`config.mk`:
```
export PLATFORM = sky130hd
export DESIGN_NAME = grid_pixel_streamer
export DESIGN_NICKNAME = d
export VERILOG_FILES = /design/src/rtl/grid_pixel_streamer.sv
export SDC_FILE = /design/constraint.sdc
export NUM_CORES = 1
export LEC_CHECK = 0
export CAP_MARGIN = 20
export CORE_UTILIZATION = 49
export CTS_BUF_LIST = sky130_fd_sc_hd__clkbuf_8 sky130_fd_sc_hd__clkbuf_16
export DETAILED_ROUTE_END_ITERATION = 8
export MAX_ROUTING_LAYER = met4
export PLACE_DENSITY_LB_ADDON = 0.3
export SYNTH_ARGS = -nofsm -noshare
export SYNTH_HDL_FRONTEND = slang
export SYNTH_SLANG_ARGS = --single-unit
```
`constraint.sdc`:
```
create_clock -name CLOCK_50 -period 2.2 [get_ports CLOCK_50]
set_input_delay 0.55 -clock CLOCK_50 [delete_from_list [all_inputs] [get_ports CLOCK_50]]
set_output_delay 0.55 -clock CLOCK_50 [all_outputs]
set_load 0.01 [all_outputs]
```
`src/rtl/grid_pixel_streamer.sv`:
```
// Streams the 1-bit canvas as intensity bytes in row-major order over valid/ready.
// Optional macro PIXEL_COUNT_EN enables the drawn-pixel counter on ones_count.
module grid_pixel_streamer #(
  parameter int               GRID_SIZE = 28,
  parameter int               ADDR_W    = 10,
  parameter int               DATA_W    = 8,
  parameter logic [DATA_W-1:0] ON_VALUE  = 8'd255,
  parameter logic [DATA_W-1:0] OFF_VALUE = 8'd0
) (
  input  logic              CLOCK_50,
  input  logic              reset,
  input  logic              start,
  input  logic              abort,
  output logic              rd_en,
  output logic [ADDR_W-1:0] rd_addr,
  input  logic              rd_data,
  output logic              out_valid,
  input  logic              out_ready,
  output logic [DATA_W-1:0] out_data,
  output logic [ADDR_W-1:0] out_index,
  output logic              out_last,
  output logic              busy,
  output logic              done,
  output logic [ADDR_W-1:0] ones_count
);

  localparam int NUM_PIXELS = GRID_SIZE * GRID_SIZE;
  localparam logic [ADDR_W-1:0] LAST_IDX = ADDR_W'(NUM_PIXELS - 1);

  typedef enum logic [2:0] {S_IDLE, S_FETCH, S_CAPTURE, S_SEND, S_DONE} state_t;

  state_t              r_state;
  logic [ADDR_W-1:0]   r_idx;
  logic                r_rd_en;
  logic [ADDR_W-1:0]   r_rd_addr;
  logic                r_valid;
  logic [DATA_W-1:0]   r_data;
  logic [ADDR_W-1:0]   r_out_index;
  logic                r_last;
  logic                r_busy;
  logic                r_done;

  always_ff @(posedge CLOCK_50) begin
    if (reset) begin
      r_state     <= S_IDLE;
      r_idx       <= '0;
      r_rd_en     <= 1'b0;
      r_rd_addr   <= '0;
      r_valid     <= 1'b0;
      r_data      <= '0;
      r_out_index <= '0;
      r_last      <= 1'b0;
      r_busy      <= 1'b0;
      r_done      <= 1'b0;
    end else if (abort && r_state != S_IDLE) begin
      // abort outranks any handshake landing on the same edge
      r_state <= S_IDLE;
      r_rd_en <= 1'b0;
      r_valid <= 1'b0;
      r_busy  <= 1'b0;
      r_done  <= 1'b0;
    end else begin
      case (r_state)
        S_IDLE: begin
          r_done <= 1'b0;
          if (start && !abort) begin
            r_state   <= S_FETCH;
            r_idx     <= '0;
            r_rd_en   <= 1'b1;
            r_rd_addr <= '0;
            r_busy    <= 1'b1;
          end
        end
        S_FETCH: begin
          r_rd_en <= 1'b0;
          r_state <= S_CAPTURE;
        end
        S_CAPTURE: begin
          r_data      <= rd_data ? ON_VALUE : OFF_VALUE;
          r_out_index <= r_idx;
          r_last      <= (r_idx == LAST_IDX);
          r_valid     <= 1'b1;
          r_state     <= S_SEND;
        end
        S_SEND: begin
          if (r_valid && out_ready) begin
            r_valid <= 1'b0;
            if (r_last) begin
              r_state <= S_DONE;
              r_done  <= 1'b1;
              r_busy  <= 1'b0;
            end else begin
              r_idx     <= r_idx + 1'b1;
              r_rd_addr <= r_idx + 1'b1;
              r_rd_en   <= 1'b1;
              r_state   <= S_FETCH;
            end
          end
        end
        S_DONE: begin
          r_done  <= 1'b0;
          r_state <= S_IDLE;
        end
        default: r_state <= S_IDLE;
      endcase
    end
  end

`ifdef PIXEL_COUNT_EN
  logic              r_bit;
  logic [ADDR_W-1:0] r_ones;
  logic              w_start_acc;
  logic              w_accept;

  assign w_start_acc = (r_state == S_IDLE) && start && !abort;
  assign w_accept    = (r_state == S_SEND) && r_valid && out_ready && !abort;

  always_ff @(posedge CLOCK_50) begin
    if (reset) begin
      r_bit  <= 1'b0;
      r_ones <= '0;
    end else begin
      if (r_state == S_CAPTURE) r_bit <= rd_data;
      if (w_start_acc)
        r_ones <= '0;
      else if (w_accept && r_bit)
        r_ones <= r_ones + 1'b1;
    end
  end

  assign ones_count = r_ones;
`else
  assign ones_count = '0;
`endif

  assign rd_en     = r_rd_en;
  assign rd_addr   = r_rd_addr;
  assign out_valid = r_valid;
  assign out_data  = r_data;
  assign out_index = r_out_index;
  assign out_last  = r_last;
  assign busy      = r_busy;
  assign done      = r_done;

endmodule

```
==> flow_metrics.tcl, run 1 <==
set metrics [dict create \
    fillers 251 \
    grt_pass1_vias 1279 \
    ys_seq_area_share_pct 38.7 \
    yosysWarnings 0 \
    cts-htree-levels 2 \
    hold_viol_final 0 \
    final_nets 222 \
    die_y_um 57.4 \
    cp_slowest_cell "clkdlybuf4s50_1" \
    synth_edf_count 0 \
    start_util_pct 53.1 \
    synth-main-ff-cell "dfxtp_1" \
    drtIter0Drc 70 \
    syn_to_final_growth_pct 26.8 \
    path_buf_inv 1 \
    final_cell_area_sq_mm 0.00190 \
    dpl.hpwl_mm 2.48 \
    antenna_found_initial 0 \
    cts-root-buf "clkbuf_8" \
    maxCapViolCount 0 \
    cts.sinks 29 \
    clk_pin_slew_ns 0.06 \
    viasPerCell 5.68 \
    rsz0062_at_grt "no" \
    fin_crit_sh_pct 88.8 \
    fmax_mhz 512 \
    p_leak_nw 0.670 \
    holdBufCountCts 0 \
    grt_use_total_pct 22.8 \
    hold_path_class "flop to flop" \
    max_stage_delay_ns 0.61 \
    tns_ns 0 \
    wl_mm 3.47 \
    power_mw 1.20 \
    drive_gt1_share_pct 8.33 \
    status "finished, violations left" \
    worstPathCellList "clkdlybuf4s50_1" \
    cts_buffer_depth 2 \
    drv_slew 0 \
    critPathLaunchType "flop" \
    gp_congestion 0.934 \
    ys_ff_latch 29 \
    synth_area_sq_mm 0.00150 \
    peakVddDrop_mv 0.407 \
    clk_latency_ns 0.27 \
    cp_data_required_time_ns 1.65 \
    power.density_mw_per_mm2 629 \
    core-area_sq_mm 0.00283 \
    grt_pass1_wl_mm 5.74 \
    setup_viol 0 \
    clock_skew_ns 0.00544 \
    final_cell_mix "38 x clkdlybuf4s50_1, 32 x nand2_1, 29 x dfxtp_1" \
    post_synth.cell_area_avg_sq_um 8.03 \
    die_area_sq_mm 0.00329 \
    wl_per_cell_um 14.0 \
    io_buffers 38 \
    numCtsBuffers 5 \
    critPathKind "flop to primary output" \
    tritoncts "done" \
    post-cts-setup-buffer-count 0 \
    firstDrtPassIters 7 \
    whs_ns 0.455 \
    async_flop_share_pct 0 \
    io_pins 49 \
    violations "DRC" \
    critPathMaxFanout 10 \
    mostFrequentLayoutCell "clkdlybuf4s50_1" \
    period_needed_ns 1.95 \
    setup.worst_path.end_class "primary output" \
    cp_data_arrival_time_ns 1.40 \
    critical_path.top_delay_family "buffers and inverters" \
    grt_overflow_total 0 \
    antenna_left 0 \
    synth.distinct_cells 44 \
    drc 12 \
    placementRows 19 \
    diodes 0 \
    grt_max_degree 26 \
    synthCells 187 \
    dpl-instance-area_sq_mm 0.00180 \
    num_vias 1403 \
    post_cts_resized 0 \
    die_x_um 57.4 \
]
power breakdown:
part | total, mW | internal [mW] | switching [mW] | leakage, nW
Combinational | 0.157 | 0.0694 | 0.0874 | 0.381
Sequential | 0.567 | 0.540 | 0.0269 | 0.234
Clock | 0.474 | 0.282 | 0.192 | 0.0542
Total | 1.20 | 0.892 | 0.306 | 0.670
stage by stage:
stage,util (%),worst slack [ns],cells
6_report,67.3,0.247,247
3_5_place_dp,63.7,0.115,239
5_1_grt,67.3,0.201,247
2_1_floorplan,-,0.611,196
3_3_place_gp,63.7,0.174,239
4_1_cts,67.3,0.245,247
sequential cells by signal, summed over array words and instances, names as in the netlist:
name,flops
done,1
out_index,10
out_last,1
rd_addr,10
busy,1
rd_en,1
out_data,1
out_valid,1
r_state,3
per-layer routing:
layer	vias up	part of all wire (%)	global-route usage, %	routed length (um)
li1	689	-	-	-
met1	658	45	27.5	1560
met2	52	49	38.4	1710
met3	4	5.1	4.08	178
met4	0	0.63	7.67	22
met5	-	0	-	0
layout make-up:
type	instances	area, sq um	share of cell area, %
inverters	1	3.75	0.197
multi-input cells	134	754	39.6
clock buffers	7	96.3	5.06
clock inverters	1	5.00	0.263
repair buffers	44	425	22.3
well taps	31	38.8	2.04
flip-flops and latches	29	581	30.5
cells in the mapped netlist, types with 3 or more instances:
cell type / instances / area (sq um)
a21oi_1: 19 / 95.1
a31oi_1: 6 / 37.5
buf_1: 4 / 15.0
buf_4: 17 / 128
nand4_1: 3 / 18.8
a211oi_1: 3 / 22.5
nor3_1: 3 / 15.0
dfxtp_1: 29 / 581
nand3_1: 8 / 40.0
nand2_1: 32 / 120
clkbuf_1: 6 / 22.5
buf_2: 4 / 20.0
nor2_1: 14 / 52.6
cell families after synthesis:
group           share of synthesized area, %
compound gates                          18.8
fa+ha+maj                              0.833
buf+inv                                 13.3
flops                                   38.7
mux                                    0.667
other cells                            0.250
simple gates                            27.4
final timing paths:
path                startpoint           end  cells past startpoint  slack [ns]
setup / recovery    rd_addr[6]    rd_addr[6]                      1        0.25
hold / removal    out_index[9]  out_index[9]                      2        0.46
setup reg to reg    r_state[1]    r_state[0]                      3        0.55
hold reg to reg   out_index[9]  out_index[9]                      2        0.46
Note: power is estimated with default switching activity, not from simulation.
==> inputs of run 2 (changes only) <==
CORE_UTILIZATION = 41   (was 49)
==> run 2 against run 1 <==
  * The flow now finishes without violations
  * Register-to-register slack about the same
  * Clock skew about the same
  * Setup slack got worse by 0.0078 ns
  * Final area increased by 0.92%
  * Count of clock-buffer cells in the layout unchanged
  * Utilization decreased by 11 points
  * Via count decreased by 1.9%
  * Total power increased by 0.73%
  * Global-route usage decreased by 4.8 points
  * Critical endpoint unchanged
  * Largest power group unchanged
==> flow_metrics.tcl, run 2 (synthesis results as in run 1) <==
set metrics [dict create \
    status "finished clean" \
    cp_num_cells 1 \
    cp_slowest_cell "clkdlybuf4s50_1" \
    antenna_found_initial 0 \
    peakVddDrop_mv 0.363 \
    mostFrequentLayoutCell "clkdlybuf4s50_1" \
    dpl.hpwl_mm 2.24 \
    rrSetupSlack_ns 0.55 \
    grt_pass1_wl_mm 5.43 \
    critPathKind "flop to primary output" \
    path_buf_inv 1 \
    firstDrtPassIters 6 \
    final_cell_mix "38 x clkdlybuf4s50_1, 32 x nand2_1, 29 x dfxtp_1" \
    rsz0062_at_grt "no" \
    drive_gt1_share_pct 8.37 \
    clk_latency_ns 0.28 \
    drtIter0Drc 47 \
    gp_congestion 0.867 \
    power.density_mw_per_mm2 628 \
    grt_max_degree 26 \
    reg2reg_depth 4 \
    post-cts-setup-buffer-count 0 \
    hold_viol_final 0 \
    r2r_start "r_state[0]" \
    post_cts_resized 0 \
    startpoint "rd_addr[6]" \
    multiInputGateArea_sq_um 761 \
    period_needed_ns 1.96 \
    cp_data_arrival_time_ns 1.41 \
    cts_buffer_depth 2 \
    fmax_mhz 510 \
    die_y_um 62.5 \
    fin_crit_sh_pct 89.1 \
    crit_end "rd_addr[6]" \
    grt_pass1_vias 1186 \
    drc 0 \
    holdBufCountCts 0 \
    numCtsBuffers 5 \
    io_buffers 38 \
    maxCapViolCount 0 \
    syn_to_final_growth_pct 28.0 \
    wl_per_cell_um 12.3 \
    tns_ns 0 \
    start_util_pct 44.0 \
    antenna_left 0 \
    cp_data_required_time_ns 1.65 \
    final_nets 221 \
    max_stage_delay_ns 0.60 \
    cts-htree-levels 2 \
    grt_overflow_total 0 \
    fillers 334 \
    io_pins 49 \
    placedCellCount 253 \
    r2r_end "r_state[0]" \
    worstPathCellList "clkdlybuf4s50_1" \
    wl_mm 3.22 \
    core-area_sq_mm 0.00342 \
    clock_skew_ns 0.00590 \
    cts.sinks 29 \
    critPathLaunchType "flop" \
    critPathMaxFanout 10 \
    tritoncts "done" \
    clk_pin_slew_ns 0.06 \
    setup.worst_path.end_class "primary output" \
    regArea_sq_um 581 \
    die_area_sq_mm 0.00391 \
    die_x_um 62.5 \
    num_vias 1376 \
    instances_no_fill 261 \
    critical_path.top_delay_family "buffers and inverters" \
    diodes 0 \
    cts-root-buf "clkbuf_8" \
    grt_use_total_pct 18.0 \
    p_leak_nw 0.665 \
    hold_path_class "flop to flop" \
    drv_slew 0 \
    viasPerCell 5.27 \
    setup_viol 0 \
    placementRows 21 \
    whs_ns 0.453 \
]
==> run 2: changes by cell type in the layout (fill, tap and decap cells not counted) <==
cell | previous run | this run
buf_4 | 6 | 5
nor4b_1 | 1 | 0
nor4b_2 | 0 | 1
==> run 2: metal layers <==
metal  track usage (%)  vias up  routed length [um]
met5                 -        -                   0
met4              7.85        0                  49
met1              20.9      645                1510
met3              4.38        7                 153
met2              29.5       39                1510
li1                  -      685                   -
==> run 2: where the power goes <==
group	internal [mW]	leakage (nW)	switching, mW
registers	0.540	0.234	0.0264
logic	0.0699	0.377	0.0875
clock network	0.282	0.0542	0.200
==> run 2: final cells by class <==
class,instances,share of cell area (%)
Tap cell,46,2.99
Sequential cell,29,30.2
Inverter,1,0.195
Timing Repair Buffer,43,21.7
Clock inverter,1,0.260
Multi-Input combinational cell,134,39.6
Clock buffer,7,5.01
==> run 2: tightest hold or removal path, cell delays in order (launching register included) <==
cell and delay [ns]:
dfxtp_1 0.31, nand2_1 0.05, a21oi_1 0.05
==> run 2: how the worst min path moves through the flow <==
stage,start,end,cells past startpoint
final,out_index[5],out_index[5],2
after global routing,out_index[6],out_index[6],2
after CTS,out_index[5],out_index[5],2
after detailed placement,out_index[5],out_index[5],2
after global placement,out_index[3],out_index[3],2
after floorplan,out_index[0],out_index[0],2
==> run 2: through the flow <==
step	util (%)	instance area [sq um]	worst slack [ns]	power (mW)
final	56.3	1920	0.240	1.21
after global routing	56.3	1920	0.193	1.27
after CTS	56.3	1920	0.239	1.22
after detailed placement	53.3	1820	0.0808	0.735
after global placement	53.3	1820	0.151	0.735
after floorplan	-	1540	0.611	0.692
